## src/rtl/pp_resp_arbiter.sv

```systemverilog
// pp_resp_arbiter: round-robin arbiter that lets the UART, I2C and GPIO
// response groups share one upstream response FIFO. A granted group owns the
// FIFO until its last frame is accepted, so multi-frame responses never mix.
// Optional stall watchdog: define PP_ARB_TIMEOUT_EN to enable it.
module pp_resp_arbiter #(
    parameter int RAH_PACKET_WIDTH = 48,
    parameter int NUM_REQ          = 3,
    parameter int TIMEOUT_CYCLES   = 256
) (
    input  logic                                clk,
    input  logic                                rst_n,
    input  logic [NUM_REQ-1:0]                  req_valid,
    input  logic [NUM_REQ-1:0]                  req_last,
    input  logic [NUM_REQ*RAH_PACKET_WIDTH-1:0] req_data,
    output logic [NUM_REQ-1:0]                  req_ready,
    input  logic                                f_full,
    input  logic                                f_a_full,
    output logic                                fifo_write_en,
    output logic [RAH_PACKET_WIDTH-1:0]         fifo_write_data,
    output logic [NUM_REQ-1:0]                  grant,
    output logic                                busy,
    output logic                                timeout_err
);

    localparam int IW = (NUM_REQ > 1) ? $clog2(NUM_REQ) : 1;

    // The watchdog counter is 16 bits wide, so the stall limit must fit it.
    if (TIMEOUT_CYCLES < 2 || TIMEOUT_CYCLES > 65535) begin : g_bad_timeout
        $error("pp_resp_arbiter: TIMEOUT_CYCLES out of range 2..65535");
    end

    typedef enum logic {
        IDLE,
        XFER
    } state_t;

    state_t                      state;
    logic [IW-1:0]               ptr;
    logic [IW-1:0]               gidx;
    logic [NUM_REQ-1:0]          grant_q;
    logic                        wr_en_q;
    logic [RAH_PACKET_WIDTH-1:0] wr_data_q;

    logic                        found;
    logic [IW-1:0]               pick_idx;
    logic [IW-1:0]               cand;
    logic                        ready_ok;
    logic                        gnt_valid;
    logic                        gnt_last;
    logic [RAH_PACKET_WIDTH-1:0] gnt_data;
    logic                        xfer;
    logic [IW-1:0]               next_ptr;

    // Search upward from the pointer (wrapping) for the first valid requester.
    always_comb begin
        found    = 1'b0;
        pick_idx = '0;
        cand     = ptr;
        for (int k = 0; k < NUM_REQ; k++) begin
            if (!found && req_valid[cand]) begin
                found    = 1'b1;
                pick_idx = cand;
            end
            cand = (cand == IW'(NUM_REQ - 1)) ? '0 : cand + 1'b1;
        end
    end

    // Handshake of the granted requester; the almost-full margin covers the in-flight write.
    always_comb begin
        ready_ok  = !f_a_full && !f_full;
        gnt_valid = req_valid[gidx];
        gnt_last  = req_last[gidx];
        gnt_data  = req_data[gidx*RAH_PACKET_WIDTH +: RAH_PACKET_WIDTH];
        req_ready = (state == XFER && ready_ok) ? grant_q : '0;
        xfer      = (state == XFER) && ready_ok && gnt_valid;
        next_ptr  = (gidx == IW'(NUM_REQ - 1)) ? '0 : gidx + 1'b1;
    end

`ifdef PP_ARB_TIMEOUT_EN
    localparam logic [15:0] STALL_LAST = 16'(TIMEOUT_CYCLES - 1);

    logic [15:0] stall_cnt;
    logic        timeout_q;

    // Arbitration FSM with registered write path and stall watchdog.
    always_ff @(posedge clk or negedge rst_n) begin
        if (!rst_n) begin
            state     <= IDLE;
            ptr       <= '0;
            gidx      <= '0;
            grant_q   <= '0;
            wr_en_q   <= 1'b0;
            wr_data_q <= '0;
            stall_cnt <= '0;
            timeout_q <= 1'b0;
        end else begin
            wr_en_q   <= xfer;
            timeout_q <= 1'b0;
            if (xfer) begin
                wr_data_q <= gnt_data;
            end
            case (state)
                IDLE: begin
                    if (found) begin
                        grant_q   <= NUM_REQ'(1) << pick_idx;
                        gidx      <= pick_idx;
                        stall_cnt <= '0;
                        state     <= XFER;
                    end
                end
                XFER: begin
                    if (xfer && gnt_last) begin
                        grant_q <= '0;
                        ptr     <= next_ptr;
                        state   <= IDLE;
                    end else if (xfer) begin
                        stall_cnt <= '0;
                    end else if (!gnt_valid && !f_a_full) begin
                        if (stall_cnt == STALL_LAST) begin
                            timeout_q <= 1'b1;
                            grant_q   <= '0;
                            ptr       <= next_ptr;
                            state     <= IDLE;
                        end else begin
                            stall_cnt <= stall_cnt + 16'd1;
                        end
                    end
                end
                default: state <= IDLE;
            endcase
        end
    end

    assign timeout_err = timeout_q;
`else
    // Arbitration FSM with registered write path; grant is held until req_last.
    always_ff @(posedge clk or negedge rst_n) begin
        if (!rst_n) begin
            state     <= IDLE;
            ptr       <= '0;
            gidx      <= '0;
            grant_q   <= '0;
            wr_en_q   <= 1'b0;
            wr_data_q <= '0;
        end else begin
            wr_en_q <= xfer;
            if (xfer) begin
                wr_data_q <= gnt_data;
            end
            case (state)
                IDLE: begin
                    if (found) begin
                        grant_q <= NUM_REQ'(1) << pick_idx;
                        gidx    <= pick_idx;
                        state   <= XFER;
                    end
                end
                XFER: begin
                    if (xfer && gnt_last) begin
                        grant_q <= '0;
                        ptr     <= next_ptr;
                        state   <= IDLE;
                    end
                end
                default: state <= IDLE;
            endcase
        end
    end

    assign timeout_err = 1'b0;
`endif

    assign grant           = grant_q;
    assign busy            = (state == XFER);
    assign fifo_write_en   = wr_en_q;
    assign fifo_write_data = wr_data_q;

endmodule

```

## config.mk

```make
export PLATFORM = sky130hd
export DESIGN_NAME = pp_resp_arbiter
export DESIGN_NICKNAME = d
export VERILOG_FILES = /design/src/rtl/pp_resp_arbiter.sv
export SDC_FILE = /design/constraint.sdc
export NUM_CORES = 1
export LEC_CHECK = 0
export ABC_AREA = 1
export ABC_CLOCK_PERIOD_IN_PS = 3200
export BUFFER_PORTS_ARGS = -buffer_cell sky130_fd_sc_hd__buf_2
export CAP_MARGIN = 20
export CORE_ASPECT_RATIO = 0.5
export CORE_UTILIZATION = 47
export CTS_BUF_LIST = sky130_fd_sc_hd__clkbuf_2 sky130_fd_sc_hd__clkbuf_4 sky130_fd_sc_hd__clkbuf_8
export CTS_CLUSTER_DIAMETER = 100
export DETAILED_ROUTE_END_ITERATION = 8
export GPL_TIMING_DRIVEN = 0
export PLACE_DENSITY = 0.86
export SLEW_MARGIN = 20
export SYNTH_ARGS = -nofsm -noshare
export SYNTH_HDL_FRONTEND = slang
export SYNTH_SLANG_ARGS = --single-unit
```

## constraint.sdc

```tcl
create_clock -name clk -period 3.2 [get_ports clk]
set_input_delay 0.32 -clock clk [delete_from_list [all_inputs] [get_ports clk]]
set_output_delay 0.32 -clock clk [all_outputs]
set_load 0.02 [all_outputs]
```

-- Yosys cells after proc, flatten, opt, wreduce, memory -nomap -nowiden
Index checks and enable logic that the tools add are counted.
- input port bits: 154
- memories kept: 0
- ROM bits: 0
- output and inout bits: 57
- flip-flop bits (word level): 57
- memory bits (writable): 0
- bits in latches: 0
- mux-type cells: 26
- shift operators: 2
- reductions and logical operators: 13
- $mul: 1
- div/mod/pow operators: 0
- bitwise logic cells: 1
- equal/unequal tests: 5
- add/sub/neg operators: 3
- order comparisons: 4
- operators by type and width (cell ; number):
    indexed part select 144 x 9 -> 48 bit ; 1
    less-than comparator 2 x 3 -> 1 bit, second input constant ; 4
    two-way mux 2 bit ; 6
    binary-select mux 1 bit (select 2 bit) ; 5
    two-way mux 1 bit ; 10
    two-way mux 3 bit ; 3
    adder 2 x 1 -> 2 bit, second input constant ; 3
    == test 2 bit, second input constant ; 3
    logical AND 1 bit ; 6
    one-hot mux 3 bit (2 select lines) ; 1
    AND reduction 2 bit ; 3
    logical NOT 1 bit ; 4
    multiplier 2 x 2 -> 4 bit, second input constant ; 1
    left shift 1 x 2 -> 3 bit, first input constant ; 1
    != test 2 x 1 -> 1 bit, second input constant ; 1
    != test 2 bit, second input constant ; 1
    one-hot mux 1 bit (2 select lines) ; 1
    NOT 1 bit ; 1

-- Logic depth before layout (Yosys ltp)
- depth in word-level cells: 12
- gate-level depth with buffers: 10
- mapped depth without buffers: 10

-- Worst setup path before layout
No wires, ideal clock.
- path kind: register to register
- start: reg state (netlist: busy)
- end: reg wr_data_q[15] (netlist: fifo_write_data[15])
- clock period less this slack: 1.434 ns
- data required time: 3.062 ns
- arrival: 1.296 ns
- library setup time: 0.138 ns
- cell stages (with the launch flop): 8
- path slack: 1.766 ns
- cell sequence: dfrtp_1 > inv_1 > nor3_1 > nand2_1 > inv_2 > buf_6 > buf_4 > a41oi_1
- cells in the longest elaborated chain, start to end: 2
- RTL lines (element ; line ; text):
    start, declared ; 37 ; state_t state;
    start signal, assigned ; 139 ; state <= IDLE;
    start signal, assigned ; 155 ; state <= XFER;
    start signal, assigned ; 162 ; state <= IDLE;
    logical AND 1 bit (2 in a row) ; 75 ; xfer = (state == XFER) && ready_ok && gnt_valid;
    end signal, assigned ; 148 ; wr_data_q <= gnt_data;
    end, declared ; 42 ; logic [RAH_PACKET_WIDTH-1:0] wr_data_q;
No other way between the ends.
A chain may end at the register's enable or synchronous reset.

-- Worst setup path after layout
- start: reg state (netlist: busy)
- end: out req_ready[1]
- cells in the longest elaborated chain, start to end: 2
- RTL lines (element ; line ; text):
    logical AND 1 bit ; 74 ; req_ready = (state == XFER && ready_ok) ? grant_q : '0;
    two-way mux 3 bit ; 74 ;
    end, declared ; 15 ; output logic [NUM_REQ-1:0] req_ready,
No other way between the ends.

==> impl_metrics.ini <==
[placed_design]
dpl-instance-area_um2 = 4310
hpwl_mm = 7.84
gp_routability_congestion = 0.869
placement.io_buffers = 209

[die]
placementRows = 20
core_region_area_um2 = 6260
fp.dieW_um = 118
dieHeight_um = 59.9
start_util_pct = 50.3
die_area_um2 = 7050
io_pins = 211

[clock_tree]
path_clk_slew_ns = 0.06
cts.sinks = 57
cts_buffers = 9
cts-htree-levels = 3
cts_root_buffer = clkbuf_8
post_cts_resized = 0
holdBufCountCts = 0
tritoncts = yes
clock_path_buffers = 2
clkLatencyLatePin_ns = 0.34
post-cts-setup-buffers = 0

[min_path]
hp-class = in2async

[global_routing]
grt_use_total_pct = 30.6
grt_pass1_vias = 3534
met1_usage_pct = 40.2
grt_util_met2_pct = 50.8
grt_overflow = 0
grt_start_max_net_pins = 58
antenna_found_initial = 0
grt_pass1_wl_mm = 16.7
grt.busiest_layer = met2
grt_use_met3_pct = 7.92

[yosys]
syn-num-nets = 561
yosysSeqAreaShare_pct = 45.3
synth_cell_types = 21
syn_avg_cell_area_um2 = 7.74
syn_inst = 407
synth_xor_area_share_pct = 0
ys_seq_elements = 57
synth.cell_area_um2 = 3150
synth_top_family_by_area = simple AND/OR/NAND/NOR gates
synth_compound_area_share_pct = 15.2
synthMuxAreaShare_pct = 0
ys.warnings.count = 0
yosys.area_share.simple_pct = 31.7
synth_fa_ha_area_share_pct = 0

[setup_path]
cp.arrival_ns = 1.55
cp-start-kind = register
required_ns = 2.88
cp-end-kind = output pin
crit_fanout = 4
rr_worst_depth = 9
crit_type = reg2out

[route]
drt-total-wl_mm = 10.5
drt-initial-drc-count = 340
routed_via_density = 5.33
wl_per_cell_um = 14.6
route.detailed.drc = 0
first_pass_iters = 6
postRouteAntennaNets = 0
num_vias = 3840

[timing]
slew_headroom_pct = 51.4
skew_ns = 0.00713
final_max_slew_viol_count = 0
worstMarginPinSlew_ns = 0.729
period_share_pct = 58.3
hold_viol = 0
max_freq_mhz = 536
tns_ns = 0
rsz0062_at_grt = no
setup_viol = 0
post-route-min-period_ns = 1.87

[job]
drv_cap = 0

[final_layout]
drive_above_1_share_pct = 39.9
syn_to_final_growth_pct = 43.1
antenna_cells = 0
layout.nets = 781
final_cell_area_um2 = 4510
fill_cells = 556

[power]
peakVddDrop_v = 0.000464
power_leakage_nw = 2.25
power_density_nw_per_um2 = 973

[status]
outcome = finished clean
## critical path, stage by stage, from the launching register on
cell,delay (ns)
dfrtp_1,0.40
inv_1,0.08
nor3_1,0.30
inv_1,0.13
nor2_1,0.11
buf_2,0.17
## stage by stage
stage / setup WS [ns] / instances / utilization, % / total power [mW] / hold slack (ns)
after floorplan: 1.77 / 407 / - / 2.86 / 0.0244
after global placement: 1.49 / 704 / 68.8 / 3.67 / 0.507
after detailed placement: 1.48 / 704 / 68.9 / 3.70 / 0.424
after CTS: 1.36 / 720 / 72.1 / 4.39 / 0.0528
after global routing: 1.21 / 720 / 72.1 / 4.73 / 0.0700
final: 1.33 / 720 / 72.1 / 4.39 / 0.0361
## sequential cells by signal, summed over array words and instances, names as in the netlist
signal / cells
gidx: 2
busy: 1
fifo_write_data: 48
ptr: 2
grant: 3
fifo_write_en: 1
## cell usage after synthesis
cell       number  share of area, %
a21oi_2         1              0.28
inv_2           3              0.36
clkbuf_1       12               1.4
inv_1          15               1.8
o2111ai_1       1              0.28
buf_4           8               1.9
nor2_1         57               6.8
nand3_1        63                10
buf_1           1              0.12
o211ai_2        1              0.40
nand2_1       119                14
o211ai_1        1              0.24
buf_6           1              0.36
nor3_1          1              0.16
conb_1          1              0.12
nor2_4          1              0.36
o21ai_1         4              0.64
buf_2          11               1.7
dfrtp_1        57                45
nor2_2          1              0.20
a41oi_1        48                13
## power breakdown
| group | switching, mW | leakage [nW] | internal (mW) |
|---|---|---|---|
| clock network | 0.279 | 0.108 | 0.404 |
| logic | 1.61 | 1.49 | 0.821 |
| registers | 0.193 | 0.652 | 1.08 |
## cell families after synthesis
| family | after synthesis |
|---|---|
| DFF | 57 |
| AOI/OAI and AO/OA | 56 |
| and+or+nand+nor | 242 |
| other | 1 |
| buffers and inverters | 51 |
## layer usage
layer | wire length [um] | up-vias
met5 | 0 | -
met4 | 141 | 0
met3 | 702 | 21
met2 | 5150 | 172
met1 | 4500 | 1807
li1 | - | 1840
## placed cells by master (no fill, tap or decap), drive strengths merged
| cell type | count |
|---|---|
| clkinv | 2 |
| nand3 | 63 |
| buf | 230 |
| a41oi | 48 |
| o21ai | 4 |
| conb | 1 |
| nor2 | 59 |
| o211ai | 2 |
| dfrtp | 57 |
| nand2 | 119 |
| o2111ai | 1 |
| inv | 18 |
| a21oi | 1 |
| clkbuf | 25 |
| nor3 | 1 |
| bufinv | 1 |
## final timing paths
check,start,end,slack (ns)
max,busy,req_ready[1],1.33
max reg2reg,gidx[1],fifo_write_data[17],1.46
min reg2reg,grant[1],grant[1],0.54
min,rst_n,fifo_write_data[0],0.04
max in group asynchronous,rst_n,fifo_write_en,2.68
min in group clk,req_data[78],fifo_write_data[30],0.27
## cell type report
type / instances / area (um^2) / area share, %
sequential: 57 / 1430 / 31.6
clock inverter: 3 / 40.0 / 0.888
buffer: 33 / 175 / 3.89
multi-input combinational: 299 / 1480 / 32.8
inverter: 18 / 67.6 / 1.50
clock buffer: 13 / 160 / 3.55
timing repair buffer: 209 / 1050 / 23.3
tap: 88 / 110 / 2.44
Note: power is estimated with default switching activity, not from simulation.
